`src/rtl/link_pkg.sv`:
```
// rtl/link_pkg.sv - shared types and constants for the 4-phase req/ack byte link
package link_pkg;

    localparam int LINK_DW        = 8;
    localparam int LINK_NUM_BYTES = 4;

    typedef enum logic [2:0] {
        FILL,
        SEND_REQ,
        WAIT_ACK_LOW,
        DONE,
        ERROR
    } master_state_e;

endpackage

```
`src/rtl/link_timeout.sv`:
```
// rtl/link_timeout.sv - loadable up-counter with clear/enable; expired flags the last allowed wait cycle
module link_timeout #(
    parameter int TIMEOUT_CYCLES = 15,
    localparam int CNT_W = $clog2(TIMEOUT_CYCLES + 1)
) (
    input  logic             clk,
    input  logic             rst,
    input  logic             clr,
    input  logic             en,
    input  logic             load,
    input  logic [CNT_W-1:0] load_val,
    output logic             expired
);

    logic [CNT_W-1:0] cnt_q, cnt_d;

    always_comb begin
        cnt_d = cnt_q;
        if (clr) begin
            cnt_d = '0;
        end else if (load) begin
            cnt_d = load_val;
        end else if (en) begin
            cnt_d = cnt_q + 1'b1;
        end
    end

    always_ff @(posedge clk) begin
        if (rst) begin
            cnt_q <= '0;
        end else begin
            cnt_q <= cnt_d;
        end
    end

    // The edge that would bring the count to TIMEOUT_CYCLES is the abort edge.
    assign expired = (cnt_q == CNT_W'(TIMEOUT_CYCLES - 1));

endmodule

```
`src/rtl/link_master.sv`:
```
// rtl/link_master.sv - buffers a burst from a valid/ready source and sends it over the 4-phase link
module link_master
    import link_pkg::*;
#(
    parameter int NUM_BYTES      = LINK_NUM_BYTES,
    parameter int TIMEOUT_CYCLES = 15
) (
    input  logic               clk,
    input  logic               rst,
    input  logic               in_valid,
    input  logic [LINK_DW-1:0] in_data,
    output logic               in_ready,
    output logic               req,
    input  logic               ack,
    output logic [LINK_DW-1:0] data,
    output logic               busy,
    output logic               done,
    output logic               err
);

    localparam int IDX_W = $clog2(NUM_BYTES);
    localparam logic [IDX_W-1:0] LAST_IDX = IDX_W'(NUM_BYTES - 1);
    localparam int TMO_W = $clog2(TIMEOUT_CYCLES + 1);

    master_state_e      state_q, state_d;
    logic [IDX_W-1:0]   wr_idx_q, wr_idx_d;
    logic [IDX_W-1:0]   tx_idx_q, tx_idx_d;
    logic [LINK_DW-1:0] buf_q [NUM_BYTES];
    logic [LINK_DW-1:0] buf_d [NUM_BYTES];
    logic               tmo_clr;
    logic               tmo_en;
    logic               tmo_expired;

    always_comb begin
        state_d  = state_q;
        wr_idx_d = wr_idx_q;
        tx_idx_d = tx_idx_q;
        buf_d    = buf_q;
        tmo_en   = 1'b0;
        case (state_q)
            FILL: begin
                if (in_valid) begin
                    buf_d[wr_idx_q] = in_data;
                    if (wr_idx_q == LAST_IDX) begin
                        wr_idx_d = '0;
                        tx_idx_d = '0;
                        state_d  = SEND_REQ;
                    end else begin
                        wr_idx_d = wr_idx_q + 1'b1;
                    end
                end
            end
            SEND_REQ: begin
                tmo_en = !ack;
                // ack is checked first so a late ack still beats the timeout
                if (ack) begin
                    state_d = WAIT_ACK_LOW;
                end else if (tmo_expired) begin
                    state_d = ERROR;
                end
            end
            WAIT_ACK_LOW: begin
                tmo_en = ack;
                if (!ack) begin
                    if (tx_idx_q == LAST_IDX) begin
                        state_d = DONE;
                    end else begin
                        tx_idx_d = tx_idx_q + 1'b1;
                        state_d  = SEND_REQ;
                    end
                end else if (tmo_expired) begin
                    state_d = ERROR;
                end
            end
            DONE: begin
                state_d = FILL;
            end
            ERROR: begin
                wr_idx_d = '0;
                state_d  = FILL;
            end
            default: begin
                state_d = FILL;
            end
        endcase
    end

    // Every handshake phase gets a fresh budget, since each phase is a state change.
    assign tmo_clr = (state_d != state_q);

    link_timeout #(
        .TIMEOUT_CYCLES(TIMEOUT_CYCLES)
    ) u_timeout (
        .clk     (clk),
        .rst     (rst),
        .clr     (tmo_clr),
        .en      (tmo_en),
        .load    (1'b0),
        .load_val({TMO_W{1'b0}}),
        .expired (tmo_expired)
    );

    always_ff @(posedge clk) begin
        if (rst) begin
            state_q  <= FILL;
            wr_idx_q <= '0;
            tx_idx_q <= '0;
        end else begin
            state_q  <= state_d;
            wr_idx_q <= wr_idx_d;
            tx_idx_q <= tx_idx_d;
        end
    end

    always_ff @(posedge clk) begin
        buf_q <= buf_d;
    end

    always_comb begin
        in_ready = (state_q == FILL);
        req      = (state_q == SEND_REQ);
        busy     = (state_q == SEND_REQ) || (state_q == WAIT_ACK_LOW);
        done     = (state_q == DONE);
        err      = (state_q == ERROR);
        data     = busy ? buf_q[tx_idx_q] : '0;
    end

endmodule

```
`config.mk`:
```
export PLATFORM = sky130hd
export DESIGN_NAME = link_master
export DESIGN_NICKNAME = d
export VERILOG_FILES = /design/src/rtl/link_pkg.sv /design/src/rtl/link_timeout.sv /design/src/rtl/link_master.sv
export SDC_FILE = /design/constraint.sdc
export NUM_CORES = 1
export LEC_CHECK = 0
export CAP_MARGIN = 25
export CORE_UTILIZATION = 49
export CTS_CLUSTER_DIAMETER = 60
export CTS_CLUSTER_SIZE = 12
export DETAILED_ROUTE_END_ITERATION = 10
export GPL_ROUTABILITY_DRIVEN = 0
export PLACE_DENSITY = 0.83
export SYNTH_ARGS = -nofsm -noshare
export SYNTH_HDL_FRONTEND = slang
export SYNTH_SLANG_ARGS = --single-unit
```
`constraint.sdc`:
```
create_clock -name clk -period 1.4 [get_ports clk]
set_input_delay 0.28 -clock clk [delete_from_list [all_inputs] [get_ports clk]]
set_output_delay 0.28 -clock clk [all_outputs]
set_load 0.01 [all_outputs]
```
Word-level counts from Yosys, hierarchy flattened:

Cells that the tools add are included.

* register bits: 43
* bits in latches: 0
* bits in writable memories: 0
* ROM bits: 0
* memories kept: 0

* add/sub/neg operators: 3
* multipliers: 0
* divide/modulo/power cells: 0
* order comparisons: 3
* eq/ne operators: 12
* shift operators: 0
* multiplexer cells: 23
* bitwise operators: 2
* reduce and logical (&&, ||, !) cells: 10

Operators by type and width (count)
* $bwmux W32: 1
* $mux W8: 4
* $bmux W8 S2: 1
* $demux W8 S2: 1
* $mux W3: 5
* $mux W2: 7
* $pmux W3 S3: 1
* $pmux W2 S2: 2
* $eq A3 B2 Y1 const B: 2
* $ge A3 B3 Y1 const B: 2
* $ne A2 B2 Y1 const B: 3
* $not A2 Y3: 2
* $reduce_and A5 Y1: 1
* $add A2 B1 Y2 const B: 2
* $add A4 B1 Y4 const B: 1
* $eq A2 B2 Y1 const B: 2
* $eq A4 B4 Y1 const B: 1
* $reduce_and A2 Y1: 2
* $reduce_bool A2 Y1: 2
* $eq A3 B1 Y1 const B: 1
* $eq A3 B3 Y1 const B: 1
* $logic_not A3 Y1: 1
* $lt A3 B1 Y1 const B: 1
* $ne A3 B3 Y1: 1
* 6 further kinds: 6

Logic depth before layout (Yosys ltp):

* depth after elaboration: 6
* depth in mapped cells: 6
* depth with buffers taken out: 6

Modules after synthesis:

A second synthesis with hierarchy kept.

* cells, all modules: 149
* area, all modules: 1978.1 um^2

Modules (own cells, without submodules)
* link_master: times used 1, cells an instance 123, area each 1761.7 um^2, seq. area each 1101.1 um^2
* link_timeout: times used 1, cells an instance 26, area each 216.5 um^2, seq. area each 80.1 um^2

Worst setup path before layout:

No wires, ideal clock.

* kind: flip-flop to output port
* start: register tx_idx_q[0]
* end: output port data[0]
* arrival: 1.289 ns
* required time: 1.120 ns
* setup slack: -0.169 ns
* cell stages (with the launch flop): 4
* buffers on the path: 1
* cells stage by stage: dfxtp_1 > buf_2 > mux4_2 > and3_1

* cells in the longest elaborated chain, start to end: 5

RTL lines
* start, declared: line link_master.sv:27 `logic [IDX_W-1:0] tx_idx_q, tx_idx_d;`
* start signal, assigned: line link_master.sv:111 `tx_idx_q <= tx_idx_d;`
* $not A2 Y3 (implied by the code): line link_master.sv:125 `data = busy ? buf_q[tx_idx_q] : '0;`
* $bmux W8 S2: line link_master.sv:125
* $mux W8 (implied by the code) (2 in series): line link_master.sv:125
* $mux W8: line link_master.sv:125
* end, declared: line link_master.sv:15 `output logic [LINK_DW-1:0] data,`

Every way passes these cells. The select of a mux whose other input is x is not followed.

Final worst setup path:

* start: register tx_idx_q[0]
* end: output port data[2]

The elaborated chain is that of the path after synthesis.

==> results.tsv <==
stage	metric	value	unit
clock_tree	cts.sink_count	43	
clock_tree	cts_tree	yes	
placement	place_hpwl	2.62	mm
synth	gate_count_of_the_mapped_netlist	135	
pwr	power.leakage	0.00104	uW
global_route	grt_antenna_before_repair	0	
clock_tree	hold_buffers	0	
die	dieArea	4230	um^2
synth	number_of_enable_flip_flop_cells_after_synthesis	32	
synth	synth.top_cell.area_share	49.4	%
critical_path	worstSetupStartpointType	flip-flop	
critical_path	crit_required	1.12	ns
die	core-area	3740	um^2
synth	cell_with_the_most_instances_after_synthesis	sky130_fd_sc_hd__edfxtp_1	
sta	timing.final.crit_share	133	%
final_layout	antennaDiodeCount	0	
synth	post_synthesis_sequential_area_ratio	60.7	%
synth	synth-async-reset-ratio	0	%
clock_tree	clock_tree_root_buffer_cell	sky130_fd_sc_hd__clkbuf_8	
final_layout	post_route_cells_drive_above_1_share	53.4	%
sta	final-setup-viol-count	54	
global_route	grt_start_max_net_pins	15	
placement	numPortBuffers	24	
synth	yosysUniqueCellTypes	40	
global_route	grt_pass1_wl	7.42	mm
die	io_pins	25	
global_route	grt_util_all_layers	24.3	%
status	violations	negative setup slack	
synth	mappedNetlistArea	1950	um^2
global_route	first_global_vias	1478	
sta	final_critical_path_setup_slack	-0.465	ns
critical_path	worstSetupPathType	flip-flop to output pin	
detailed_routing	iter_0_drt_violations	23	
final_layout	fin_util	75.4	%
sta	final_hold_viol_count	0	
sta	setup-tns-final	-8.67	ns
critical_path	worstPathMaxFanout	4	
status	status	complete, but fails checks	
pwr	max-vdd-ir-drop	0.630	mV
die	num_rows	22	
sta	slew-limit-headroom	80.0	%
sta	setup_repair_after_global_routing_missed_its_margin	yes	
synth	ys.flop_type	sky130_fd_sc_hd__edfxtp_1	
detailed_routing	num_vias	1328	
die	die_h	65.0	um
pwr	power.density_cell_area	908	nW/um^2
synth	synth.cells.most_frequent	sky130_fd_sc_hd__edfxtp_1, sky130_fd_sc_hd__and3_1, sky130_fd_sc_hd__dfxtp_1, sky130_fd_sc_hd__mux4_2, sky130_fd_sc_hd__ha_1	
synth	syn-mean-instance-area	14.4	um^2
sta	max_freq	536	MHz
detailed_routing	via_per_inst	5.56	
clock_tree	clock_latency	0.29	ns
die	die_width	65.0	um
synth	synth-seq-cells	43	
detailed_routing	routed_wirelength	4.23	mm
critical_path	critPathCaptureType	output pin	
final_layout	syn2layout_area_growth	45.0	%
final_layout	num-fill-cells	222	
detailed_routing	drt_pass1_iterations	4	
synth	cell_types_occupying_the_most_area_after_synthesis	sky130_fd_sc_hd__edfxtp_1, sky130_fd_sc_hd__dfxtp_1, sky130_fd_sc_hd__mux4_2	
detailed_routing	drt-wirelength-per-cell	17.7	um
sta	period_minus_ws_final	1.87	ns
clock_tree	cts_htree_levels	2	
critical_path	cp_data_arrival_time	1.59	ns
final_layout	num-nets-final	209	
sta	drv_slew	0	
global_route	grt-ovfl-total	0	
die	initial_standard_cell_utilization_of_the_core	52.0	%
sta	timing.clock.skew	0.00421	ns
synth	synthesis.yosys.warnings	0	
detailed_routing	residual_drc_count	0	
sta	worstMarginPinSlew	0.296	ns
synth	synth_fp_nets	154	
flow_run	max-cap-violations	0	
detailed_routing	detail-route-antenna-nets	0	
clock_tree	clk_transition_reported_paths	0.08	ns
hold_path	worstHoldPathType	flip-flop to flip-flop	
clock_tree	cts-buffers-inserted	5	
synth	leading_area_contributor_after_synthesis	sky130_fd_sc_hd__edfxtp_1	
clock_tree	clock_tree.buffer_depth	2	
==> cells by family (layout without fill, tap and decap cells) <==
logic type | Yosys count | count (layout) | synth area share [%]
AO/OA/AOI/OAI | 15 | 15 | 5.33
XOR/XNOR | 3 | 3 | 1.35
adder cells (fa/ha/maj) | 7 | 7 | 4.50
buffers and inverters | 13 | 69 | 3.15
flip-flops | 43 | 43 | 60.7
multiplexers | 9 | 9 | 9.83
AND/OR/NAND/NOR | 45 | 45 | 15.2
==> placed cells by master, fill, tap and decap left out, drive strengths merged, types with 5 or more instances in the layout <==
master	n
mux4	8
edfxtp	32
clkbuf	5
dfxtp	11
ha	7
and3	14
clkdlybuf4s50	10
buf	44
nor2	7
a21oi	6
inv	7
==> what timing repair did <==
action                                 in CTS  in global routing
endpoints found under the hold margin       0                  0
setup endpoints to repair                  56                 56
pin swaps                                  29                  5
setup buffers                               9                  2
gates resized for setup                   105                 12
==> cell type report <==
class,count,area (um^2),area share [%]
inverter,6,22.5,0.798
multi-input combinational,79,900,31.9
clock inverter,3,42.5,1.51
tap,48,60.1,2.13
sequential,43,1190,42.3
clock buffer,5,68.8,2.44
timing repair buffer,55,536,19.0
==> registers in the layout (all words and copies together) (netlist names) <==
name / flops
buf_q: 32
tx_idx_q: 2
u_timeout.cnt_q: 4
wr_idx_q: 2
state_q: 3
==> per-layer routing <==
metal  GRT usage (%)  part of all wire (%)  vias up
met2            45.2                    56       34
met1            27.7                    39      661
li1                -                     -      627
met5               0                     0        -
met4            7.34                   1.3        0
met3            4.93                   3.9        6
==> critical path, stage by stage (launching register included) <==
cell	delay (ns)
sky130_fd_sc_hd__dfxtp_4	0.39
sky130_fd_sc_hd__buf_6	0.14
sky130_fd_sc_hd__mux4_2	0.48
sky130_fd_sc_hd__and3_4	0.18
sky130_fd_sc_hd__buf_6	0.11
==> path summary, 6_finish.rpt <==
| path | from | end | slack [ns] | cells after the start |
|---|---|---|---|---|
| hold reg to reg | wr_idx_q[1] | wr_idx_q[1] | 0.51 | 2 |
| setup reg to reg | state_q[1] | u_timeout.cnt_q[2] | -0.19 | 7 |
| setup / recovery | tx_idx_q[0] | data[2] | -0.47 | 4 |
| hold / removal | wr_idx_q[1] | wr_idx_q[1] | 0.51 | 2 |
==> power breakdown <==
| group | leakage (uW) | internal [uW] | switching (uW) | total, uW |
|---|---|---|---|---|
| combinational | 0.000602 | 99.5 | 86.6 | 186 |
| clock | 0.0000562 | 532 | 426 | 958 |
| sequential | 0.000386 | 1410 | 14.7 | 1420 |
| total | 0.00104 | 2040 | 527 | 2560 |
==> through the flow <==
stage          setup slack (ns)  hold slack, ns  cells  power (uW)  area (um^2)
2_1_floorplan           -0.0298           0.349    135        1530         2020
3_3_place_gp             -0.582           0.480    221        1600         2440
3_5_place_dp             -0.608           0.505    221        1620         2440
4_1_cts                  -0.453           0.518    238        2560         2770
5_1_grt                  -0.501           0.536    239        2640         2820
6_report                 -0.465           0.514    239        2560         2820
No activity file was read; power rests on OpenSTA's default activity.
